==> src/rtl/sa_result_drain.sv <==
// rtl/sa_result_drain.sv - systolic array result drain: vector capture, 2-slot buffer, row serializer (optional SA_DRAIN_SAT_EN output saturation)
module sa_result_drain #(
  parameter int ROWS   = 8,
  parameter int DATA_W = 32
) (
  input  logic                       i_clk,
  input  logic                       i_rst,
  input  logic [ROWS*DATA_W-1:0]     i_rres,
  input  logic [ROWS-1:0]            i_rvalid,
  output logic                       o_outread,
  output logic [DATA_W-1:0]          o_out_data,
  output logic [$clog2(ROWS)-1:0]    o_out_row,
  output logic                       o_out_last,
  output logic                       o_out_valid,
  input  logic                       i_out_ready,
  output logic                       o_overrun
);

  localparam int RW = $clog2(ROWS);
  localparam logic [RW-1:0] LAST_ROW = RW'(ROWS - 1);

  localparam logic [1:0] S_WAIT = 2'd0;
  localparam logic [1:0] S_ACK  = 2'd1;
  localparam logic [1:0] S_HOLD = 2'd2;

  logic [1:0]        r_state;
  logic              r_wp;
  logic              r_rp;
  logic [1:0]        r_cnt;
  logic [RW-1:0]     r_rc;
  logic [1:0]        r_ovf_cnt;
  logic              r_overrun;
  logic [DATA_W-1:0] r_slot [2][ROWS];

  logic              w_all_valid;
  logic              w_capture;
  logic              w_pop;
  logic              w_pop_last;
  logic              w_ovf_cond;
  logic [DATA_W-1:0] w_raw;
  logic [DATA_W-1:0] w_shaped;

  assign w_all_valid = &i_rvalid;
  // Reset gates the acknowledge so a vector offered during reset stays with the core.
  assign w_capture   = (r_state == S_WAIT) && w_all_valid && (r_cnt != 2'd2) && !i_rst;
  assign w_pop       = (r_cnt != 2'd0) && i_out_ready;
  assign w_pop_last  = w_pop && (r_rc == LAST_ROW);
  assign w_ovf_cond  = (r_state == S_WAIT) && w_all_valid && (r_cnt == 2'd2);

  // Capture handshake: WAIT -> ACK -> HOLD -> WAIT, rvalid ignored outside WAIT.
  always_ff @(posedge i_clk) begin
    if (i_rst) begin
      r_state <= S_WAIT;
    end else begin
      case (r_state)
        S_WAIT:  if (w_capture) r_state <= S_ACK;
        S_ACK:   r_state <= S_HOLD;
        default: r_state <= S_WAIT;
      endcase
    end
  end

  // Slot pointers, occupancy and drain row counter.
  always_ff @(posedge i_clk) begin
    if (i_rst) begin
      r_wp  <= 1'b0;
      r_rp  <= 1'b0;
      r_cnt <= 2'd0;
      r_rc  <= '0;
    end else begin
      if (w_capture) r_wp <= ~r_wp;
      if (w_pop) r_rc <= (r_rc == LAST_ROW) ? '0 : r_rc + RW'(1);
      if (w_pop_last) r_rp <= ~r_rp;
      case ({w_capture, w_pop_last})
        2'b10:   r_cnt <= r_cnt + 2'd1;
        2'b01:   r_cnt <= r_cnt - 2'd1;
        default: r_cnt <= r_cnt;
      endcase
    end
  end

  // Vector storage; contents are only observed while the slot is occupied.
  always_ff @(posedge i_clk) begin
    if (w_capture) begin
      for (int r = 0; r < ROWS; r++) begin
        r_slot[r_wp][r] <= i_rres[r*DATA_W +: DATA_W];
      end
    end
  end

  // Sticky overrun after 3 consecutive blocked full-vector cycles.
  always_ff @(posedge i_clk) begin
    if (i_rst) begin
      r_ovf_cnt <= 2'd0;
      r_overrun <= 1'b0;
    end else if (w_ovf_cond) begin
      if (r_ovf_cnt != 2'd3) r_ovf_cnt <= r_ovf_cnt + 2'd1;
      if (r_ovf_cnt >= 2'd2) r_overrun <= 1'b1;
    end else begin
      r_ovf_cnt <= 2'd0;
    end
  end

  assign w_raw = r_slot[r_rp][r_rc];

`ifdef SA_DRAIN_SAT_EN
  localparam logic signed [DATA_W-1:0] SAT_MAX = DATA_W'(32767);
  localparam logic signed [DATA_W-1:0] SAT_MIN = DATA_W'(-32768);

  // Clamp to signed 16-bit range on the way out; stored data is untouched.
  always_comb begin
    w_shaped = w_raw;
    if ($signed(w_raw) > SAT_MAX)      w_shaped = SAT_MAX;
    else if ($signed(w_raw) < SAT_MIN) w_shaped = SAT_MIN;
  end
`else
  assign w_shaped = w_raw;
`endif

  assign o_outread   = w_capture;
  assign o_out_valid = (r_cnt != 2'd0);
  assign o_out_data  = o_out_valid ? w_shaped : '0;
  assign o_out_row   = r_rc;
  assign o_out_last  = (r_rc == LAST_ROW);
  assign o_overrun   = r_overrun;

endmodule

==> config.mk <==
export PLATFORM = sky130hd
export DESIGN_NAME = sa_result_drain
export DESIGN_NICKNAME = d
export VERILOG_FILES = /design/src/rtl/sa_result_drain.sv
export SDC_FILE = /design/constraint.sdc
export NUM_CORES = 1
export LEC_CHECK = 0
export ABC_AREA = 1
export BUFFER_PORTS_ARGS = -buffer_cell sky130_fd_sc_hd__buf_2
export CAP_MARGIN = 20
export CORE_ASPECT_RATIO = 1.2
export CORE_MARGIN = 4
export CORE_UTILIZATION = 30
export CTS_CLUSTER_DIAMETER = 60
export CTS_CLUSTER_SIZE = 8
export DETAILED_ROUTE_END_ITERATION = 12
export GPL_TIMING_DRIVEN = 0
export HOLD_SLACK_MARGIN = 0.03
export SETUP_SLACK_MARGIN = 0.2
export SYNTH_ARGS = -nofsm -noshare
export SYNTH_HDL_FRONTEND = slang
export SYNTH_SLANG_ARGS = --single-unit
==> constraint.sdc <==
create_clock -name i_clk -period 42 [get_ports i_clk]
set_input_delay 4.2 -clock i_clk [delete_from_list [all_inputs] [get_ports i_clk]]
set_output_delay 4.2 -clock i_clk [all_outputs]
set_load 0.005 [all_outputs]
==> results of run 1 <==
==> flip-flops by register name, summed over array words and instances, names as in the netlist, named ones only <==
| register | count |
|---|---|
| r_wp | 1 |
| r_slot | 512 |
| r_rp | 1 |
| r_cnt | 2 |
| r_state | 2 |
| o_out_row | 3 |
| r_ovf_cnt | 2 |
| o_overrun | 1 |
==> power groups by stage <==
stage	Sequential, W	Clock, W	Combinational (W)
CTS	0.000576	0.000552	0.0000189
finish	0.000576	0.000540	0.0000188
floorplan	0.000586	0	0.00000107
global placement	0.000586	0	0.0000177
global route	0.000575	0.000574	0.0000205
detailed placement	0.000586	0	0.0000188
==> synthesized netlist by cell type, types with 3 or more instances <==
master    number  area share
inv_1        272       0.046
nand2_1      776        0.13
dfxtp_1       13       0.012
ha_1           5      0.0028
a21oi_1       38      0.0085
buf_2         49       0.011
buf_4          4      0.0013
edfxtp_1     512        0.69
buf_6         25       0.013
nor2_1        16      0.0027
nand3_1      322       0.072
clkbuf_1      18      0.0030
buf_1         12      0.0020
o21ai_0        3     0.00067
nand4_1        3     0.00084
==> metal layers <==
metal	wire, microns	up-vias	track usage
met3	5349	124	0.04767
met4	1887	22	0.06282
met5	163	-	0
li1	-	7627	-
met2	36490	525	0.3155
met1	28170	7510	0.2089
==> kinds of logic (layout without fill, tap and decap cells) <==
group	Yosys count	after routing
AO/OA/AOI/OAI	43	43
XOR/XNOR	2	2
adder cells (fa/ha/maj)	5	5
buffers and inverters	382	802
flip-flops	525	525
other	0	21
AND/OR/NAND/NOR	1119	1119
==> metrics by stage <==
stage	setup slack (ps)	cell area, sq um
final	32810	27350
after global routing	32670	27310
after CTS	32810	27300
after detailed placement	32800	25250
after global placement	18590	24970
after floorplan	25880	22270
==> critical path: stages <==
cell and delay (ps):
buf_2 150, nor2_1 190, nand3_1 250, inv_1 90
buf_2 110
==> layout make-up <==
cell class	count	area, sq um
diodes	21	52.55
plain buffers	109	689.4
clock buffers	94	1979
clock inverters	9	72.57
fillers	7268	46300
inverters	273	1035
multi-input cells	1169	4922
flip-flops and latches	525	15640
well taps	943	1180
repair buffers	317	1784
==> placed cells by master, fill, tap and decap left out, types with 4 or more instances in the layout <==
| cell | count |
|---|---|
| buf_4 | 4 |
| a21oi_1 | 38 |
| buf_12 | 9 |
| edfxtp_1 | 512 |
| nor2_1 | 15 |
| inv_1 | 271 |
| buf_2 | 354 |
| buf_6 | 25 |
| nand3_1 | 322 |
| nand2_1 | 776 |
| inv_6 | 5 |
| dfxtp_1 | 13 |
| diode_2 | 21 |
| clkbuf_1 | 35 |
| buf_1 | 12 |
| ha_1 | 5 |
| clkbuf_16 | 76 |
==> worst paths after layout <==
kind / start / endpoint / slack [ps] / cells past startpoint
setup / recovery: i_rst / o_outread / 32810 / 5
setup reg to reg: r_state[1] / r_slot[0][80] / 39000 / 9
hold reg to reg: r_state[1] / r_state[1] / 410 / 1
hold / removal: r_state[1] / r_state[1] / 410 / 1
==> impl_metrics.tcl, run 1 <==
set metrics [dict create \
    synthArstFlopShare 0 \
    tightest_slew_ps 985.6 \
    tritoncts "done" \
    pwr-share-clk 0.476 \
    worstSetupEndpointType "output pin" \
    layout-drive-gt1-share 0.1935 \
    area_delta_synth_final_pct 22.83 \
    startpoint_type "input port" \
    gp_congestion 0.7998 \
    syn_area_sq_um 22270 \
    drt_first_pass_iters 6 \
    post-route-drc-count 0 \
    slew_viol_final 0 \
    setup_violations 0 \
    rows 109 \
    clock-sinks 525 \
    outcome "finished, final reports clean" \
    place.port_buffers 305 \
    min_period_ps 9195 \
    overflow 0 \
    initial_core_util 0.3023 \
    grt_max_degree 89 \
    ir_worst_vdd_mv 0.03040 \
    synth_edf_count 512 \
    ys_warn_count 0 \
    synth-simple-area-share 0.2072 \
    max_slew_margin 0.3429 \
    fin_nets 2743 \
    synth_flop_cell "edfxtp_1" \
    finalPower_w 0.001135 \
    p_per_area_nw_per_um2 41.51 \
    wl_microns 72060 \
    dp.cells 3336 \
    grt_pass1_vias 15480 \
    fmax_mhz 108.8 \
    core_sq_um 73650 \
    combPwrFrac 0.017 \
    muxShareOfSynthArea 0 \
    synth_compound_area_frac 0.009890 \
    synth_fp_nets 2348 \
    vias 15810 \
    synth_top_family_by_area "simple AND/OR/NAND/NOR gates" \
    io_pins 306 \
    holdWs_ps 413.5 \
    dieArea_sq_um 78660 \
    dp.final_hpwl_microns 53010 \
    switching_power_w 0.0002236 \
    clock_skew_ps 26.66 \
    final_core_util 0.3714 \
    yosysSeqAreaShare 0.7022 \
    cts-resized-gates 0 \
    grt_pass1_wl_microns 101600 \
    drt_iter0_markers 1192 \
    required_ps 37800 \
    netlist_instances 2076 \
    clock-root-buffer "clkbuf_16" \
    drv_cap 0 \
    ant_nets 0 \
    cp_max_fo 7 \
    clk_pin_slew_worst_paths_ps 50 \
    wl_per_cell_microns 20.83 \
    cts.path.max_buffers 3 \
    crit_arrival_ps 4990 \
    p_leak_nw 11.64 \
    synth_cell_type_count 21 \
    switching_share 0.1969 \
    numCtsBuffers 76 \
    instances_no_fill 3460 \
    seqPwrFrac 0.507 \
    synthAdderAreaFrac 0.002810 \
    finalCritPeriodShare 0.2189 \
    clk_latency_ps 600 \
    h-tree-depth 3 \
    die_w_microns 256.7 \
    grt_antenna_before_repair 41 \
    critPathKind "input port to output pin" \
    hold_path_class "flop to flop" \
    final_hold_viol_count 0 \
    post_cts_buffers 0 \
    die_h_microns 306.4 \
    via_per_inst 4.569 \
    cts-hold-fix-buffers 0 \
    syn_area_per_cell_sq_um 10.73 \
    synth_xor_area_frac 0.0007867 \
    internal_power_w 0.0009117 \
    ys_seq_elements 525 \
    rsz0062_at_grt "no" \
    setup_tns_ps 0 \
    grtUsageTotal 0.1781 \
]
Power figures use the tool's default switching activity.
==> run 2: changes to the inputs <==
==> constraint.sdc (replaced) <==
create_clock -name i_clk -period 9 [get_ports i_clk]
set_input_delay 0.9 -clock i_clk [delete_from_list [all_inputs] [get_ports i_clk]]
set_output_delay 0.9 -clock i_clk [all_outputs]
set_load 0.005 [all_outputs]
==> run 2 against run 1 <==
Net effect: global-route usage about the same; sequential power rose to 4.7 times the previous value; via count is 0.27% higher; register-to-register slack worse by 33000 ps; worst hold slack worse by 6.5 ps; first-iteration DRC count decreased by 8.0%; combinational power grew to 4.7 times the previous value; non-clock buffer count increased by 1; cell count is essentially flat; largest cell class unchanged; final area is 0.36% higher; critical path depth rose by 1.
==> impl_metrics.tcl, run 2 (synthesis results as in run 1) <==
set metrics [dict create \
    ant_nets 0 \
    fmax_mhz 235.7 \
    rr_worst_depth 9 \
    finalPower_w 0.005348 \
    initial_core_util 0.3023 \
    fillers 7258 \
    cp_top_family "buffers and inverters" \
    rr_endpoint "r_slot[0][144]" \
    critPathKind "flop to output pin" \
    grt_max_degree 68 \
    fin_area_sq_um 27450 \
    top_register "r_slot" \
    h-tree-depth 3 \
    crit_cells 6 \
    largest_register_ff_count 512 \
    hold_path_end "r_state[1]" \
    cp_max_fo 10 \
    clk_latency_ps 610 \
    place.port_buffers 305 \
    drt_first_pass_iters 5 \
    layout_setup_ws_ps 4757 \
    drv_cap 0 \
    critPathSlowestCell "clkbuf_1" \
    required_ps 8100 \
    cts-resized-gates 0 \
    layout-drive-gt1-share 0.1939 \
    die_h_microns 306.4 \
    worst-path-buf-inv 3 \
    dieArea_sq_um 78660 \
    final_common_cell "nand2_1" \
    startpoint_type "flop" \
    hold_path_depth 1 \
    min_period_ps 4243 \
    clk_pin_slew_worst_paths_ps 50 \
    p_leak_nw 11.67 \
    outcome "finished, final reports clean" \
    via_per_inst 4.578 \
    placed_cell_area_sq_um 25290 \
    wl_microns 71800 \
    numCtsBuffers 76 \
    gp_congestion 0.8205 \
    cp_cell_sequence "clkbuf_1 > clkbuf_1 > nand3_1 > nand3_1 > a21oi_1 > buf_2" \
    p_per_area_nw_per_um2 194.8 \
    setup_violations 0 \
    pre_cts_ws_ps 5403 \
    clock_skew_ps 18.06 \
    layout_common_cells "nand2_1 (776), edfxtp_1 (512), buf_2 (354), nand3_1 (322), inv_1 (271)" \
    finalCritPeriodShare 0.4714 \
    tightest_slew_ps 1081 \
    r2r-start "r_state[1]" \
    grt_pass1_wl_microns 101900 \
    rsz0062_at_grt "no" \
    post-route-drc-count 0 \
    min-delay-start "r_state[1]" \
    vias 15850 \
    grtUsageTotal 0.1784 \
    drt_iter0_markers 1097 \
    overflow 0 \
    fin_nets 2744 \
    io_pins 306 \
    final_core_util 0.3727 \
    tritoncts "done" \
    cts-hold-fix-buffers 0 \
    ff2ff_setup_slack_ps 6070 \
    die_w_microns 256.7 \
    area_delta_synth_final_pct 23.27 \
    clock-sinks 525 \
    wl_per_cell_microns 20.74 \
    max_slew_margin 0.2796 \
    crit_arrival_ps 3340 \
    grt_pass1_vias 15480 \
    final_hold_viol_count 0 \
    post_cts_buffers 0 \
    hold_path_class "flop to flop" \
    grt_antenna_before_repair 46 \
    clock-root-buffer "clkbuf_16" \
    dp.final_hpwl_microns 53320 \
    slew_viol_final 0 \
    cts.path.max_buffers 3 \
    max_stage_delay_ps 870 \
    core_sq_um 73650 \
    rows 109 \
    worstSetupEndpointType "output pin" \
    ir_worst_vdd_mv 0.1323 \
]
## run 2: stage by stage
step | cells | hold slack [ps] | setup TNS (ps)
finish | 3462 | 407.0 | 0
global route | 3448 | 443.1 | 0
CTS | 3439 | 411.3 | 0
detailed placement | 3337 | 404.3 | 0
global placement | 3324 | 398.0 | -1363730
floorplan | 2076 | 390.2 | 0
## run 2: final cells by class
cell class | count | area, sq um | area share
Clock buffer | 93 | 1987 | 0.07239
Antenna cell | 23 | 57.56 | 0.002097
Multi-Input combinational cell | 1169 | 4922 | 0.1793
Clock inverter | 9 | 117.6 | 0.004285
Buffer | 109 | 689.4 | 0.02512
Tap cell | 943 | 1180 | 0.04299
Inverter | 273 | 1035 | 0.03770
Sequential cell | 525 | 15640 | 0.5696
Timing Repair Buffer | 318 | 1824 | 0.06646
## run 2: worst max path at each step
stage                      start             end  slack (ps)
floorplan            i_rvalid[4]    r_slot[0][0]         520
global placement     i_rvalid[4]  r_slot[0][188]       -4080
detailed placement  o_out_row[1]  o_out_data[18]        5400
CTS                 o_out_row[1]  o_out_data[18]        4730
global route        o_out_row[1]  o_out_data[18]        4720
finish              o_out_row[1]  o_out_data[18]        4760
## run 2: power breakdown
part	total [W]	switching, W	internal [W]	leakage (nW)
Combinational	0.0000887	0.0000454	0.0000433	5.95
Clock	0.00257	0.00103	0.00154	1.02
Sequential	0.00269	0.000000360	0.00269	4.71
Total	0.00535	0.00107	0.00427	11.7
## run 2: metal layers
layer  GRT usage  part of all wire  vias up
met5           0            0.0028        -
met4     0.07538             0.035       30
met3     0.04709             0.068      158
met2      0.3190              0.51      505
met1      0.2021              0.38     7525
li1            -                 -     7632
